$ cat src/rtl/hazard_ctrl.sv
// -----------------------------------------------------------------------------
// hazard_ctrl
//
// Hazard and stall controller for a five-stage MIPS-style pipeline.
// It arbitrates four events with the priority
//   memory freeze > taken branch > load-use > jump.
// A three-state FSM (RUN / MEM_WAIT / ERR) tracks outstanding data-memory
// accesses. If the memory never acknowledges, the FSM locks in ERR until reset.
//
// Optional feature: define HAZARD_PERF_CNT_EN to build the stall/flush
// performance counters. When it is undefined the counters are tied to zero.
//
// Parameters
//   MEM_TIMEOUT      maximum consecutive frozen cycles before ERR (2..255)
//
// Ports
//   i_clk, i_rst                  clock and synchronous active-high reset
//   i_IDEX_MemRead, i_IDEX_Rt     load instruction currently in EX
//   i_IFID_Rs, i_IFID_Rt          source registers of the instruction in ID
//   i_Jump, i_BranchTaken         jump decoded in ID, branch resolved taken
//   i_EXMEM_MemRead/MemWrite      memory access in MEM
//   i_MemAck                      that access completes this cycle
//   o_PCWrite..o_EXMEMWrite       pipeline-register write enables
//   o_IFID_Flush, o_IDEX_Bubble,
//   o_MEMWB_Bubble                zero the control fields of that register
//   o_PCSel                       00 PC+4, 01 branch target, 10 jump target
//   o_State                       FSM state (RUN=00, MEM_WAIT=01, ERR=10)
//   o_MemErr                      memory timeout occurred
//   o_StallCnt, o_FlushCnt        saturating performance counters
// -----------------------------------------------------------------------------
module hazard_ctrl #(
    parameter int unsigned MEM_TIMEOUT = 8
) (
    input  logic        i_clk,
    input  logic        i_rst,
    input  logic        i_IDEX_MemRead,
    input  logic [4:0]  i_IDEX_Rt,
    input  logic [4:0]  i_IFID_Rs,
    input  logic [4:0]  i_IFID_Rt,
    input  logic        i_Jump,
    input  logic        i_BranchTaken,
    input  logic        i_EXMEM_MemRead,
    input  logic        i_EXMEM_MemWrite,
    input  logic        i_MemAck,
    output logic        o_PCWrite,
    output logic        o_IFIDWrite,
    output logic        o_IDEXWrite,
    output logic        o_EXMEMWrite,
    output logic        o_IFID_Flush,
    output logic        o_IDEX_Bubble,
    output logic        o_MEMWB_Bubble,
    output logic [1:0]  o_PCSel,
    output logic [1:0]  o_State,
    output logic        o_MemErr,
    output logic [15:0] o_StallCnt,
    output logic [15:0] o_FlushCnt
);

    typedef enum logic [1:0] {
        RUN      = 2'b00,
        MEM_WAIT = 2'b01,
        ERR      = 2'b10
    } state_e;

    // wait_cnt_q holds the number of frozen cycles already spent on the
    // current access. The MEM_WAIT cycle that sees wait_cnt_q == LAST_WAIT
    // is the MEM_TIMEOUT-th frozen cycle, so an unacknowledged access there
    // moves to ERR.
    localparam logic [7:0] LAST_WAIT = 8'(MEM_TIMEOUT - 1);

    state_e     state_q, state_d;
    state_e     eff_state;
    logic [7:0] wait_cnt_q, wait_cnt_d;

    logic mem_busy;
    logic load_use;
    logic frozen;
    logic run_events;
    logic err_out;

    assign mem_busy = (i_EXMEM_MemRead | i_EXMEM_MemWrite) & ~i_MemAck;
    assign load_use = i_IDEX_MemRead & (i_IDEX_Rt != 5'd0) &
                      ((i_IDEX_Rt == i_IFID_Rs) | (i_IDEX_Rt == i_IFID_Rt));

    // While reset is held, the outputs behave as if the FSM were in RUN.
    assign eff_state = i_rst ? RUN : state_q;

    always_ff @(posedge i_clk) begin
        if (i_rst) begin
            state_q    <= RUN;
            wait_cnt_q <= 8'd0;
        end else begin
            state_q    <= state_d;
            wait_cnt_q <= wait_cnt_d;
        end
    end

    always_comb begin
        state_d    = state_q;
        wait_cnt_d = wait_cnt_q;
        frozen     = 1'b0;
        run_events = 1'b0;
        err_out    = 1'b0;

        unique case (eff_state)
            RUN: begin
                if (mem_busy) begin
                    frozen     = 1'b1;
                    state_d    = MEM_WAIT;
                    wait_cnt_d = 8'd1;
                end else begin
                    run_events = 1'b1;
                end
            end
            MEM_WAIT: begin
                if (!i_MemAck) begin
                    frozen = 1'b1;
                    if (wait_cnt_q == LAST_WAIT) begin
                        state_d = ERR;
                    end else begin
                        wait_cnt_d = wait_cnt_q + 8'd1;
                    end
                end else begin
                    // Ack cycle: the pipeline moves again, so the other
                    // events are arbitrated exactly as in RUN.
                    run_events = 1'b1;
                    state_d    = RUN;
                    wait_cnt_d = 8'd0;
                end
            end
            ERR: begin
                frozen  = 1'b1;
                err_out = 1'b1;
            end
            default: begin
                // Unused encoding: recover to RUN.
                run_events = 1'b1;
                state_d    = RUN;
                wait_cnt_d = 8'd0;
            end
        endcase
    end

    // Output decode. Lower-priority events are dropped rather than
    // remembered, because the held pipeline presents them again.
    always_comb begin
        o_PCWrite      = 1'b1;
        o_IFIDWrite    = 1'b1;
        o_IDEXWrite    = 1'b1;
        o_EXMEMWrite   = 1'b1;
        o_IFID_Flush   = 1'b0;
        o_IDEX_Bubble  = 1'b0;
        o_MEMWB_Bubble = 1'b0;
        o_PCSel        = 2'b00;

        if (frozen) begin
            o_PCWrite      = 1'b0;
            o_IFIDWrite    = 1'b0;
            o_IDEXWrite    = 1'b0;
            o_EXMEMWrite   = 1'b0;
            o_MEMWB_Bubble = 1'b1;
        end else if (run_events) begin
            if (i_BranchTaken) begin
                o_PCSel       = 2'b01;
                o_IFID_Flush  = 1'b1;
                o_IDEX_Bubble = 1'b1;
            end else if (load_use) begin
                o_PCWrite     = 1'b0;
                o_IFIDWrite   = 1'b0;
                o_IDEX_Bubble = 1'b1;
            end else if (i_Jump) begin
                o_PCSel      = 2'b10;
                o_IFID_Flush = 1'b1;
            end
        end
    end

    assign o_State  = eff_state;
    assign o_MemErr = err_out;

`ifdef HAZARD_PERF_CNT_EN
    logic [15:0] stall_cnt_q, stall_cnt_d;
    logic [15:0] flush_cnt_q, flush_cnt_d;

    always_comb begin
        stall_cnt_d = stall_cnt_q;
        flush_cnt_d = flush_cnt_q;
        if (!o_PCWrite && (stall_cnt_q != 16'hFFFF)) begin
            stall_cnt_d = stall_cnt_q + 16'd1;
        end
        if (o_IFID_Flush && (flush_cnt_q != 16'hFFFF)) begin
            flush_cnt_d = flush_cnt_q + 16'd1;
        end
    end

    always_ff @(posedge i_clk) begin
        if (i_rst) begin
            stall_cnt_q <= 16'd0;
            flush_cnt_q <= 16'd0;
        end else begin
            stall_cnt_q <= stall_cnt_d;
            flush_cnt_q <= flush_cnt_d;
        end
    end

    assign o_StallCnt = stall_cnt_q;
    assign o_FlushCnt = flush_cnt_q;
`else
    assign o_StallCnt = 16'd0;
    assign o_FlushCnt = 16'd0;
`endif

endmodule

$ cat config.mk
export PLATFORM = sky130hd
export DESIGN_NAME = hazard_ctrl
export DESIGN_NICKNAME = d
export VERILOG_FILES = /design/src/rtl/hazard_ctrl.sv
export SDC_FILE = /design/constraint.sdc
export NUM_CORES = 1
export LEC_CHECK = 0
export ABC_AREA = 1
export BUFFER_PORTS_ARGS = -buffer_cell sky130_fd_sc_hd__buf_2
export CAP_MARGIN = 20
export CORE_ASPECT_RATIO = 1.5
export CORE_MARGIN = 5
export CORE_UTILIZATION = 41
export CTS_BUF_LIST = sky130_fd_sc_hd__clkbuf_4 sky130_fd_sc_hd__clkbuf_8
export CTS_CLUSTER_DIAMETER = 40
export DETAILED_ROUTE_END_ITERATION = 7
export PLACE_DENSITY = 0.75
export REMOVE_ABC_BUFFERS = 1
export SYNTH_ARGS = -nofsm -noshare
export SYNTH_HDL_FRONTEND = slang
export SYNTH_SLANG_ARGS = --single-unit
$ cat constraint.sdc
create_clock -name i_clk -period 1.2 [get_ports i_clk]
set_input_delay 0.06 -clock i_clk [delete_from_list [all_inputs] [get_ports i_clk]]
set_output_delay 0.06 -clock i_clk [all_outputs]
set_load 0.05 [all_outputs]
==> results of run 1 <==
## flip-flops by register name, indices dropped and copies added, names as in the netlist
register    flops
state_q         2
wait_cnt_q      8
## report_power, final
| group | switching, mW | internal, mW | leakage, nW |
|---|---|---|---|
| sequential | 0.00838 | 0.342 | 0.0832 |
| clock | 0.121 | 0.219 | 0.0216 |
| combinational | 0.547 | 0.218 | 0.846 |
## cell usage after synthesis, drive strengths merged
cell,count,area [µm²]
a21o,1,7.51
a21oi,7,38.8
buf,35,267
conb,1,3.75
dfxtp,10,200
ha,1,12.5
inv,31,121
nand2,54,238
nand3,10,50.1
nand4,9,56.3
nor2,23,104
nor3,1,5.00
o21ai,5,28.8
o21bai,1,7.51
or2,1,6.26
xnor2,2,17.5
## critical path, stage by stage, from the launching register on
cell	delay [ps]
dfxtp_2	320
nand2_4	90
nand2_4	60
nor2_4	90
inv_2	50
nand2_4	100
nand2_4	90
nand2_2	100
buf_6	160
## cells by family (layout without fill, tap and decap cells)
logic type / count (synthesis) / after routing
AOI/OAI and AO/OA: 14 / 14
adders and majority gates: 1 / 1
xor gates and xnor gates: 2 / 2
other: 1 / 32
buffers and inverters: 66 / 94
DFF: 10 / 10
and+or+nand+nor: 98 / 98
## metrics by stage
stage                     setup TNS (ps)  setup slack (ps)  utilization, %  area (µm²)
after floorplan                   -10310             -1030               -        1010
after global placement              -601              -111            49.9        1350
after detailed placement            -875              -130            49.9        1350
after CTS                          -1300              -163            57.6        1560
after global routing               -2990              -236            63.4        1720
final                              -1780              -175            63.4        1720
## worst max path at each step
stage,start,to,slack [ps],cells after the start
global placement,wait_cnt_q[0],wait_cnt_q[3],-110,8
global route,state_q[1],o_PCSel[1],-240,8
floorplan,state_q[0],o_IFIDWrite,-1030,6
finish,state_q[1],o_IFIDWrite,-180,8
detailed placement,wait_cnt_q[0],wait_cnt_q[3],-130,8
CTS,state_q[0],o_PCSel[1],-160,8
## layout make-up
| class | count | area (µm²) | area share [%] |
|---|---|---|---|
| Tap cell | 37 | 46.3 | 2.70 |
| Inverter | 31 | 129 | 7.51 |
| Clock buffer | 3 | 41.3 | 2.41 |
| Sequential cell | 10 | 206 | 12.0 |
| Multi-Input combinational cell | 147 | 828 | 48.3 |
| Timing Repair Buffer | 60 | 464 | 27.1 |
## repair_timing
item,in CTS,in global routing
setup buffers,6,6
setup endpoints to repair,18,19
pin swaps,19,16
gates resized for setup,44,33
## metal layers
metal  vias to the layer above  part of all wire, %
met1                       606                   36
met4                         0                  1.7
met2                        62                   56
met5                         -                    0
li1                        648                    -
met3                         8                  6.6
==> impl_metrics.tcl, run 1 <==
set metrics [dict create \
    synth_mux_area_share_pct 0 \
    wl_um 3550 \
    failed_checks "negative setup slack" \
    grt_max_degree 10 \
    num_rows 23 \
    dp.cells 275 \
    maxCapViolations 0 \
    cts_hold_buf 0 \
    diodes 0 \
    critPathCaptureType "output pin" \
    fillers 228 \
    cts_tree "done" \
    startpoint_type "flip-flop" \
    clock.fmax_mhz 727 \
    regToRegSetupSlack_ps -100 \
    synth.avg_cell_area_um2 6.06 \
    postSynthCellCount 192 \
    vias_per_cell 4.60 \
    fin_skew_ps 5.64 \
    holdWs_ps 244 \
    grt_pass1_vias 1163 \
    grt_antenna_before_repair 0 \
    htree_levels 1 \
    status "finished, violations left" \
    io_buffers 34 \
    pin_count 67 \
    min_path_cells 3 \
    ys_types 25 \
    drt_iter0_markers 17 \
    hold_viol 0 \
    met2_usage_pct 28.8 \
    final_antenna_net_count 0 \
    timing.final.ws_setup_ps -175 \
    start_util_pct 43.0 \
    period_minus_slack_ps 1380 \
    ys_warn_count 0 \
    worstReg2RegEnd "wait_cnt_q[3]" \
    design_power_total_mw 1.46 \
    p_leak_nw 0.951 \
    path_clk_slew_ps 50 \
    place_congestion 0.806 \
    wl_per_cell_um 12.3 \
    met3_usage_pct 2.57 \
    syn_area_um2 1160 \
    grt_pass1_wl_um 4710 \
    synth_top_family_by_area "simple AND/OR/NAND/NOR gates" \
    dieArea_um2 4030 \
    ys_seq_area_share_pct 17.2 \
    route.detailed.drc 0 \
    r2r_start "state_q[1]" \
    die_w_um 53.5 \
    hpwl_um 2250 \
    critical_path_peak_fanout 5 \
    setup_viol 19 \
    layout.cells.non_filler 288 \
    clockBufferDepth 2 \
    cts.sinks 10 \
    busiest_layer "met2" \
    synth_compound_gate_area_share_pct 7.10 \
    track_usage_pct 15.4 \
    p_per_area_nw_per_um2 849 \
    first_pass_iters 4 \
    hp-start "i_rst" \
    vdd_ir_drop_max_mv 0.688 \
    drive_gt1_share_pct 44.6 \
    final_common_cell "nand2_1" \
    layout_common_cells "35 x nand2_1, 32 x conb_1, 26 x inv_1" \
    cp.arrival_ps 1320 \
    synth_xor_area_share_pct 1.51 \
    crit_type "reg -> out" \
    root_buffer "clkbuf_8" \
    met1_usage_pct 16.2 \
    fin_crit_sh_pct 115 \
    synthToLayoutAreaGrowth_pct 47.4 \
    die_h_um 75.2 \
    cts_buffers 3 \
    rsz0062_at_grt "yes" \
    layout.nets 277 \
    coreArea_um2 2710 \
    clock_latency_ps 230 \
    required_ps 1140 \
    hold_class "in -> reg" \
    finalMaxSlewViolations 0 \
    ys_ff_latch 10 \
    reg2reg_depth 9 \
    grt.overflow.total 0 \
    min_to "wait_cnt_q[6]" \
    synthAdderAreaFrac_pct 1.08 \
    vias 1324 \
    synth_simple_gate_area_share_pct 39.5 \
]
Note: power is estimated with default switching activity, not from simulation.
==> run 2, diff against run 1 <==
--- a/config.mk
+++ b/config.mk
@@ -6,15 +6,15 @@
 export NUM_CORES = 1
 export LEC_CHECK = 0
 export ABC_AREA = 1
-export BUFFER_PORTS_ARGS = -buffer_cell sky130_fd_sc_hd__buf_2
 export CAP_MARGIN = 20
 export CORE_ASPECT_RATIO = 1.5
 export CORE_MARGIN = 5
-export CORE_UTILIZATION = 41
+export CORE_UTILIZATION = 40
 export CTS_BUF_LIST = sky130_fd_sc_hd__clkbuf_4 sky130_fd_sc_hd__clkbuf_8
 export CTS_CLUSTER_DIAMETER = 40
 export DETAILED_ROUTE_END_ITERATION = 7
-export PLACE_DENSITY = 0.75
+export DONT_BUFFER_PORTS = 1
+export PLACE_DENSITY = 0.5
 export REMOVE_ABC_BUFFERS = 1
 export SYNTH_ARGS = -nofsm -noshare
 export SYNTH_HDL_FRONTEND = slang
==> constraint.sdc (replaced) <==
create_clock -name i_clk -period 1.37 [get_ports i_clk]
set_input_delay 0.0685 -clock i_clk [delete_from_list [all_inputs] [get_ports i_clk]]
set_output_delay 0.0685 -clock i_clk [all_outputs]
set_load 0.05 [all_outputs]
==> run 2 against run 1 <==
- the flow still finishes with violations (negative setup slack)
- non-clock buffer count fell by 40
- largest cell class unchanged
- routed wire length decreased by 20%
- hold slack worse by 190 ps
- largest power group unchanged
- flip-flop and latch count stayed put
- critical path depth stayed put
- combinational power decreased by 26%
- count of clock-buffer cells in the layout grew 1
- register-to-register slack better by 150 ps
- critical path type unchanged
- highest routed layer unchanged
==> impl_metrics.tcl, run 2 (synthesized netlist as in run 1, its figures left out) <==
set metrics [dict create \
    fillers 300 \
    hold_class "in -> reg" \
    finalMaxSlewViolations 0 \
    largest_register_ffs 8 \
    maxCapViolations 0 \
    grt_antenna_before_repair 0 \
    path_clk_slew_ps 50 \
    worst_path_max_delay_cell "dfxtp_2" \
    drive_gt1_share_pct 27.8 \
    coreArea_um2 2850 \
    start_util_pct 40.8 \
    place_congestion 0.851 \
    worstPathCellList "nand2_4 > nand2_4 > nor2_4 > inv_2 > nand2_4 > inv_2 > o21ai_2 > buf_12" \
    final_common_cell "nand2_1" \
    startpoint_type "flip-flop" \
    hold_viol 0 \
    track_usage_pct 13.9 \
    rsz0062_at_grt "yes" \
    grt_max_degree 11 \
    seqPwrFrac_pct 24.7 \
    vias 1149 \
    die_w_um 54.0 \
    dpl_worst_slack_ps -89.7 \
    dieArea_um2 4110 \
    vias_per_cell 4.58 \
    wl_per_cell_um 11.4 \
    num_rows 24 \
    synthToLayoutAreaGrowth_pct 21.3 \
    r2r_start "state_q[0]" \
    clock.fmax_mhz 720 \
    critPathCaptureType "output pin" \
    worstReg2RegEnd "wait_cnt_q[1]" \
    p_leak_nw 0.764 \
    layout.cells.non_filler 251 \
    die_h_um 76.1 \
    clock_latency_ps 240 \
    layout_common_cells "41 x nand2_1, 32 x conb_1, 27 x inv_1" \
    layout.nets 237 \
    dp.cells 240 \
    pin_count 67 \
    wl_um 2860 \
    fin_skew_ps 0.438 \
    reg2reg_depth 9 \
    combinationalPowerShare_pct 45.3 \
    hp-start "i_rst" \
    diodes 0 \
    htree_levels 1 \
    timing.final.ws_setup_ps -19.3 \
    cts_tree "done" \
    cp.arrival_ps 1320 \
    crit_top_cell "nand2_4" \
    regToRegSetupSlack_ps 50 \
    grt_pass1_vias 1081 \
    crit_path_max_incr_delay_ps 330 \
    grt.overflow.total 0 \
    first_pass_iters 4 \
    cts_buffers 3 \
    clockBufferDepth 2 \
    route.detailed.drc 0 \
    p_sw_share_pct 44.7 \
    critical_path_peak_fanout 5 \
    multi_input_area_um2 766 \
    clkPwrFrac_pct 30.1 \
    root_buffer "clkbuf_8" \
    final_antenna_net_count 0 \
    grt_pass1_wl_um 4540 \
    drt_iter0_markers 10 \
    required_ps 1300 \
    seqCellArea_um2 210 \
    min_path_cells 2 \
    power_switching_mw 0.555 \
    regMostFlops "wait_cnt_q" \
    hpwl_um 2310 \
    final_core_util_pct 49.5 \
    fin_crit_sh_pct 101 \
    failed_checks "negative setup slack" \
    cts.sinks 10 \
    io_buffers 0 \
    p_per_area_nw_per_um2 881 \
    reg_top3 "wait_cnt_q: 8 flops, state_q: 2 flops" \
    period_minus_slack_ps 1390 \
    status "finished, violations left" \
    vdd_ir_drop_max_mv 0.626 \
    setup_viol 3 \
    intPower_mw 0.688 \
    min_to "state_q[0]" \
    crit_type "reg -> out" \
    setup_tns_ps -21.5 \
]
[run 2: changes by cell type in the layout (fill, tap and decap cells not counted), moves of 5 or more]
cell	before	now
buf_6	7	0
buf_2	23	0
nand2_1	35	41
buf_8	6	1
buf_4	24	14
nand2_2	11	6
[run 2: worst max-delay path by stage]
stage / from / end / slack, ps / cells past startpoint
after floorplan: state_q[0] / o_IFIDWrite / -870 / 6
after global placement: wait_cnt_q[0] / wait_cnt_q[3] / -100 / 8
after detailed placement: wait_cnt_q[0] / wait_cnt_q[3] / -90 / 8
after CTS: state_q[0] / o_IDEX_Bubble / -3 / 8
after global routing: state_q[0] / o_IDEX_Bubble / -90 / 8
final: state_q[0] / o_IDEX_Bubble / -20 / 8
[run 2: power groups by stage]
| stage | Sequential [mW] | Clock (mW) | Combinational (mW) |
|---|---|---|---|
| 3_3_place_gp | 0.311 | 0 | 0.507 |
| 2_1_floorplan | 0.310 | 0 | 0.410 |
| 6_report | 0.307 | 0.374 | 0.563 |
| 5_1_grt | 0.307 | 0.405 | 0.592 |
| 4_1_cts | 0.307 | 0.382 | 0.535 |
| 3_5_place_dp | 0.311 | 0 | 0.510 |
[run 2: final cells by class]
cell class	count	area share [%]
flip-flops and latches	10	14.9
multi-input cells	147	54.3
inverters	31	8.60
clock buffers	4	3.90
well taps	39	3.46
repair buffers	20	14.9
[run 2: critical path, delay by kind of cell, from the launching register on]
kind	cells	cell delay [ps]
AND/OR/NAND/NOR	4	350
flip-flops	1	330
buffers and inverters	3	250
AO/OA/AOI/OAI	1	150
[run 2: stage by stage]
| step | instance area, µm² | power [mW] | hold slack [ps] |
|---|---|---|---|
| final | 1410 | 1.24 | 50.5 |
| after global routing | 1410 | 1.30 | 44.8 |
| after CTS | 1340 | 1.22 | -116 |
| after detailed placement | 1210 | 0.821 | 134 |
| after global placement | 1210 | 0.818 | 134 |
| after floorplan | 1010 | 0.720 | 131 |
[run 2: routing by layer]
metal / vias up / part of all wire, % / global-route usage [%]
li1: 565 / - / -
met1: 532 / 35 / 13.0
met2: 50 / 55 / 27.8
met3: 2 / 9.4 / 2.94
met4: 0 / 0.49 / 3.24
met5: - / 0 / 0
[run 2: repair_timing]
action,in CTS,in global routing
gates cloned,0,0
buffers inserted,3,3
setup endpoints to repair,17,16
hold endpoints to repair,8,8
pin swaps,9,7
gates resized for setup,18,10
